$ cat src/rtl/chat_filter_multi.sv
// ---------------------------------------------------------------------------
// chat_filter_multi
//
// Multi-channel chatter filter for slow asynchronous inputs such as switches,
// limit sensors and encoder index lines. Each channel works as follows:
//   - DIN is synchronised through SYNC_STAGES flops on every clock.
//   - The synchronised value is shifted into a DEPTH-deep sample window on
//     each CE strobe.
//   - The window is resolved into a level, either by majority vote (MODE=0)
//     or by an all-agree hysteresis rule (MODE=1).
// The level and its rise/fall pulses are registered on every clock.
//
// Parameters
//   CH          number of independent channels (1..32)
//   DEPTH       samples held per channel (odd, 3..15)
//   SYNC_STAGES synchroniser depth (2..3)
//   INIT_VAL    reset value of synchroniser, samples and DOUT
//
// Ports
//   CLK       clock, rising edge
//   RST_N     asynchronous active-low reset
//   CE        sample strobe (single-cycle pulse or held high)
//   MODE      0 = majority vote, 1 = all-agree hysteresis (not registered)
//   DIN       raw asynchronous inputs, one bit per channel
//   DOUT      filtered level per channel, registered
//   RISE      one-clock pulse on a DOUT 0->1 transition, registered
//   FALL      one-clock pulse on a DOUT 1->0 transition, registered
//   ANY_EDGE  OR of all RISE|FALL bits, combinational from registers
// ---------------------------------------------------------------------------
module chat_filter_multi #(
  parameter int unsigned CH          = 8,
  parameter int unsigned DEPTH       = 3,
  parameter int unsigned SYNC_STAGES = 2,
  parameter logic        INIT_VAL    = 1'b0
) (
  input  logic          CLK,
  input  logic          RST_N,
  input  logic          CE,
  input  logic          MODE,
  input  logic [CH-1:0] DIN,
  output logic [CH-1:0] DOUT,
  output logic [CH-1:0] RISE,
  output logic [CH-1:0] FALL,
  output logic          ANY_EDGE
);

  localparam int unsigned ONES_W = $clog2(DEPTH + 1);
  localparam int unsigned THR    = (DEPTH + 1) / 2;

  localparam logic [ONES_W-1:0] THR_C   = ONES_W'(THR);
  localparam logic [ONES_W-1:0] DEPTH_C = ONES_W'(DEPTH);
  localparam logic [ONES_W-1:0] ZERO_C  = '0;

  // Elaboration-time parameter legality checks
  if (CH < 1 || CH > 32) begin : g_bad_ch
    $error("chat_filter_multi: CH must be 1..32");
  end
  if (DEPTH < 3 || DEPTH > 15 || (DEPTH % 2) == 0) begin : g_bad_depth
    $error("chat_filter_multi: DEPTH must be odd, 3..15");
  end
  if (SYNC_STAGES < 2 || SYNC_STAGES > 3) begin : g_bad_sync
    $error("chat_filter_multi: SYNC_STAGES must be 2..3");
  end

  // Per-channel state
  logic [CH-1:0][SYNC_STAGES-1:0] sync_q, sync_d;
  logic [CH-1:0][DEPTH-1:0]       smp_q, smp_d;
  logic [CH-1:0]                  dout_q, dout_d;
  logic [CH-1:0]                  rise_q, rise_d;
  logic [CH-1:0]                  fall_q, fall_d;

  // Combinational helpers
  logic [CH-1:0]                  sync_last;
  logic [CH-1:0][ONES_W-1:0]      ones;

  // Number of ones held in one sample window
  function automatic logic [ONES_W-1:0] popcount(input logic [DEPTH-1:0] v);
    logic [ONES_W-1:0] c;
    c = '0;
    for (int unsigned k = 0; k < DEPTH; k++) begin
      c = c + ONES_W'(v[k]);
    end
    return c;
  endfunction

  // Synchroniser shift, free-running on every clock
  always_comb begin
    sync_d    = sync_q;
    sync_last = '0;
    for (int unsigned i = 0; i < CH; i++) begin
      sync_d[i]    = {sync_q[i][SYNC_STAGES-2:0], DIN[i]};
      sync_last[i] = sync_q[i][SYNC_STAGES-1];
    end
  end

  // Sample window shift, advanced only on CE
  always_comb begin
    smp_d = smp_q;
    if (CE) begin
      for (int unsigned i = 0; i < CH; i++) begin
        smp_d[i] = {smp_q[i][DEPTH-2:0], sync_last[i]};
      end
    end
  end

  // Level decision and edge pulses; evaluated every clock, ungated by CE
  always_comb begin
    ones   = '0;
    dout_d = dout_q;
    for (int unsigned i = 0; i < CH; i++) begin
      ones[i] = popcount(smp_q[i]);
      if (MODE) begin
        // Hysteresis: only a unanimous window moves the level
        if (ones[i] == DEPTH_C) begin
          dout_d[i] = 1'b1;
        end else if (ones[i] == ZERO_C) begin
          dout_d[i] = 1'b0;
        end else begin
          dout_d[i] = dout_q[i];
        end
      end else begin
        // DEPTH is odd, so the threshold never ties
        dout_d[i] = (ones[i] >= THR_C);
      end
    end
    rise_d = dout_d & ~dout_q;
    fall_d = ~dout_d & dout_q;
  end

  // State registers
  always_ff @(posedge CLK or negedge RST_N) begin
    if (!RST_N) begin
      sync_q <= {(CH * SYNC_STAGES){INIT_VAL}};
      smp_q  <= {(CH * DEPTH){INIT_VAL}};
      dout_q <= {CH{INIT_VAL}};
      rise_q <= '0;
      fall_q <= '0;
    end else begin
      sync_q <= sync_d;
      smp_q  <= smp_d;
      dout_q <= dout_d;
      rise_q <= rise_d;
      fall_q <= fall_d;
    end
  end

  assign DOUT     = dout_q;
  assign RISE     = rise_q;
  assign FALL     = fall_q;
  assign ANY_EDGE = |(rise_q | fall_q);

endmodule

$ cat config.mk
export PLATFORM = sky130hd
export DESIGN_NAME = chat_filter_multi
export DESIGN_NICKNAME = d
export VERILOG_FILES = /design/src/rtl/chat_filter_multi.sv
export SDC_FILE = /design/constraint.sdc
export NUM_CORES = 1
export LEC_CHECK = 0
export CAP_MARGIN = 15
export CORE_ASPECT_RATIO = 0.9
export CORE_MARGIN = 2
export CORE_UTILIZATION = 38
export DETAILED_ROUTE_END_ITERATION = 7
export SLEW_MARGIN = 25
export SYNTH_ARGS = -nofsm -noshare
export SYNTH_HDL_FRONTEND = slang
export SYNTH_SLANG_ARGS = --single-unit
export TNS_END_PERCENT = 30
$ cat constraint.sdc
create_clock -name CLK -period 3.3 [get_ports CLK]
set_clock_uncertainty 0.15 [all_clocks]
set_input_delay 0.99 -clock CLK [delete_from_list [all_inputs] [get_ports CLK]]
set_output_delay 0.99 -clock CLK [all_outputs]
set_load 0.01 [all_outputs]
---- Yosys cells after proc, flatten, opt, wreduce, memory -nomap -nowiden ----
Cells that the tools add are included.
operators by class
  $lt $le $gt $ge ......................... 8
  reduce and logical (&&, ||, !) cells .... 9
  muxes and demuxes ....................... 24
  $add $sub $neg .......................... 16
  equal/unequal tests ..................... 8
  bitwise gates (word level) .............. 5
operators with widths
  kind                  number
  $mux W1               24
  $add A1 B1 Y2         8
  $add A2 B1 Y2         8
  $and A8 B8 Y8         2
  $eq A2 B2 Y1 const B  8
  $ge A2 B2 Y1 const B  8
  $logic_not A2 Y1      8
  $not A8 Y8            2
  $or A8 B8 Y8          1
  $reduce_or A8 Y1      1
storage, ports and cells
  output and inout port bits .............. 25
  bits of input ports ..................... 12
  flip-flop bits (word level) ............. 64
  word-level logic and storage cells ...... 89

---- Logic depth before layout (Yosys ltp) ----
  depth in word-level cells ............... 8
  mapped depth ............................ 5
  depth with buffers taken out ............ 4

---- Worst setup path after synthesis ----
No wires, ideal clock.
  path kind ............................... reg2out
  start point ............................. register rise_q[5], in the netlist RISE[5]
  end point ............................... output ANY_EDGE
  slack ................................... 1.326 ns
  data required time ...................... 2.160 ns
  buffers on the path ..................... 0
  cell stages (with the launch flop) ...... 3
  arrival time ............................ 0.834 ns
  cells stage by stage .................... dfrtp_1 -> nor4_1 -> nand4_1
between the ends
  cells in the longest elaborated chain, start to end .. 2
ends and longest elaborated chain
  element                   line  RTL
  start: declaration        69    logic [CH-1:0] rise_q, rise_d;
  start signal: assignment  142   rise_q <= rise_d;
  $or A8 B8 Y8              150   assign ANY_EDGE = |(rise_q | fall_q);
  $reduce_or A8 Y1          150
  end: declaration          44    output logic ANY_EDGE
No other way between the ends.

---- Worst setup path in the final report ----
  start point ............................. register fall_q[4], in the netlist FALL[4]
  end point ............................... output ANY_EDGE
between the ends
  cells in the longest elaborated chain, start to end .. 2
ends and longest elaborated chain
  element                   line  RTL
  start: declaration        70    logic [CH-1:0] fall_q, fall_d;
  start signal: assignment  143   fall_q <= fall_d;
  $or A8 B8 Y8              150
  $reduce_or A8 Y1          150
No other way between the ends.

==> out/qor.txt <==
Run status: finished clean
# Max-Cap Violations: 0
Max VDD drop: 0.3072 mV
Final setup viols: 0
Area Overhead vs Synth: 25.58%
Setup Slack @ Placement: 651.3 ps
Worst Path Arrival: 1690 ps
First-pass GRT wire length: 6.658 mm
Total number of vias: 1508
Worst-path clk slew: 70 ps
# IOs: 37
Warnings from Yosys: 0
Post-synthesis net count: 219
Hold crit path type: flip-flop to flip-flop
Critical path capture point type: output pin
Worst setup path startpoint: FALL[4]$_DFF_PN0_
DIE AREA: 7189 µm²
Reg2reg start: smp_q[15]$_DFFE_PN0P_
Net count reported at finish: 260
Mean post-synth cell area: 12.46 µm²
Row count: 27
Reg power frac: 46.5%
# fillers: 578
Detail Route Antenna Nets: 0
Synthesized area: 2480 µm²
# resized after CTS: 0
CTS Hold Buffers Added: 0
Wire per inst: 11.49 µm
Post-CTS setup buffers: 0
Fraction of registers with async set/reset: 100.0%
Vias per Instance: 4.542
H-tree Lvls: 3
Sw Share: 26.94%
Internal power: 0.001488 W
Initial drt markers: 65
Root Buffer: clkbuf_8
Ys flop type: dfrtp_1
Hold Vio Cnt, Final: 0
Sequential share of the synthesized area: 64.58%
Remaining global-route overflow: 0
Post-Route WL: 3.814 mm
Clock power frac: 33.2%
Die H: 80.64 µm
Antenna violations before repair: 0
Layout cell share with drive strength beyond 1: 10.61%
Max FO, Critical Path: 2
Fin crit share: 85.71%
CTS tree: built
Ant diodes: 0
Met2 Use GR: 14.67%
Dpl cell area: 2908 µm²
Maximum clock frequency: 353.5 MHz
Clock buffer depth: 2
Required @ worst endpoint: 2160 ps
Setup tns final: 0 ps
Initial Util: 39.90%
Buffers added on ports: 36
TritonCTS buffer count: 9
Min-delay src: sync_d[5]$_DFF_PN0_
Sw Pwr: 0.0005487 W
DR pass1 iterations: 4
Total power: 0.002036 W
# DRC: 0
Core box area: 6216 µm²
Startpoint types: flip-flop
Util after Layout: 50.10%
Met1 Use GR: 18.98%
RSZ-0062 raised after global routing: false
Skew-Pair Late Insertion Delay: 330 ps
GR Util met3: 5.961%
Worst slew pin tran: 672.5 ps
Comb power frac: 20.3%
Post-Synthesis Cells: 199
Number of global-route vias before repair: 1360
All-Layer GR Usage: 12.67%
Placer Congestion: 0.7115
Busiest grt layer: met1
Die W: 89.16 µm
Tmin final: 2829 ps
Final Instance Area: 3114 µm²
HPWL Detailed: 2.684 mm
PD cells: 653.8 nW/µm²
Flop and latch count out of synthesis: 64
EDFF count, synth: 0
Setup CP Type: flip-flop to output pin
Leakage: 1.436 nW
Worst rel slew slack: 55.03%
Largest net degree at the start of global routing: 49
Worst setup margin: 471.4 ps
Clk sinks: 64
Slew Viols, Final: 0
Unique masters post-synth: 23
## layer usage
layer	wire length (µm)	vias to the layer above
met1	2020	720
li1	-	742
met5	0	-
met4	47	0
met3	234	7
met2	1511	39
## per-stage QoR
step,hold slack [ps],cells
after floorplan,181.2,199
after global placement,181.7,316
after detailed placement,185.8,316
after CTS,202.2,332
after global routing,208.4,332
final,199.2,332
## power groups by stage
stage	Combinational, W	Clock [W]	Sequential (W)
floorplan	0.000195	0	0.000981
global placement	0.000409	0	0.000958
detailed placement	0.000420	0	0.000963
CTS	0.000420	0.000699	0.000948
global route	0.000459	0.000738	0.000961
finish	0.000413	0.000676	0.000947
## cells by family (layout without fill, tap and decap cells)
logic type	after synthesis	after routing	share of synthesized area, %
buffers and inverters	34	80	6.811
and+or+nand+nor	38	38	6.357
adders and majority gates	8	8	6.458
AOI/OAI and AO/OA	55	55	15.79
DFF	64	64	64.58
## flip-flops by register name, indices dropped and copies added, names as in the netlist
register   count
smp_q         24
DOUT           8
FALL           8
RISE           8
sync_d         8
sync_last      8
## critical path, cell delays in order (launching register included)
cell and delay (ps):
dfrtp_1 390, nor4_1 350, nand4_1 120, clkdlybuf4s50_1 500
## Yosys cell counts, types with 2 or more instances
cell type  number  area (µm²)
fa_1            8       160.2
o21bai_2        3       33.78
o21bai_1        4       30.03
a22oi_1         4       30.03
o211a_1         7       70.07
a22oi_2         3       37.54
inv_1          25       93.84
nand2_1        31       116.4
clkbuf_1        2       7.510
a211oi_1        7       52.55
buf_4           2       15.01
buf_2           2       10.01
o21ai_0        25       125.1
dfrtp_1        64        1602
nor4_1          4       25.02
## placed cells by master, fill, tap and decap left out
master	netlist	final
buf_4	2	1
clkdlybuf4s50_1	0	35
inv_1	25	25
and2_1	1	1
nand4_1	1	1
a211oi_1	7	7
inv_8	1	1
buf_12	1	1
buf_2	2	1
o21bai_1	4	4
o211a_1	7	7
bufinv_16	0	1
clkbuf_8	0	11
nor2_1	1	1
clkinv_2	0	2
nor4_1	4	4
dfrtp_1	64	64
nand2_1	31	31
a22oi_1	4	4
a21oi_1	1	1
a22oi_2	3	3
clkinvlp_4	0	2
fa_1	8	8
o21a_1	1	1
o21bai_2	3	3
o21ai_0	25	25
## area by class of cell
class / count / area (µm²) / share of cell area (%)
Clock buffer: 11 / 151.4 / 4.861
Clock inverter: 5 / 55.05 / 1.768
Inverter: 26 / 105.1 / 3.375
Multi-Input combinational cell: 101 / 709.4 / 22.78
Sequential cell: 64 / 1602 / 51.43
Tap cell: 87 / 108.9 / 3.495
Timing Repair Buffer: 38 / 382.9 / 12.29
## worst paths after layout
kind	end	slack [ps]	cells after the start
min in group asynchronous	sync_d[7]$_DFF_PN0_	520	1
worst max register to register	DOUT[5]$_DFF_PN0_	1740	4
worst max-delay path	ANY_EDGE	470	3
max in group asynchronous	smp_q[13]$_DFFE_PN0P_	1880	2
worst min register to register	sync_last[2]$_DFF_PN0_	200	0
worst min-delay path	sync_last[2]$_DFF_PN0_	200	0
Power figures use the tool's default switching activity.
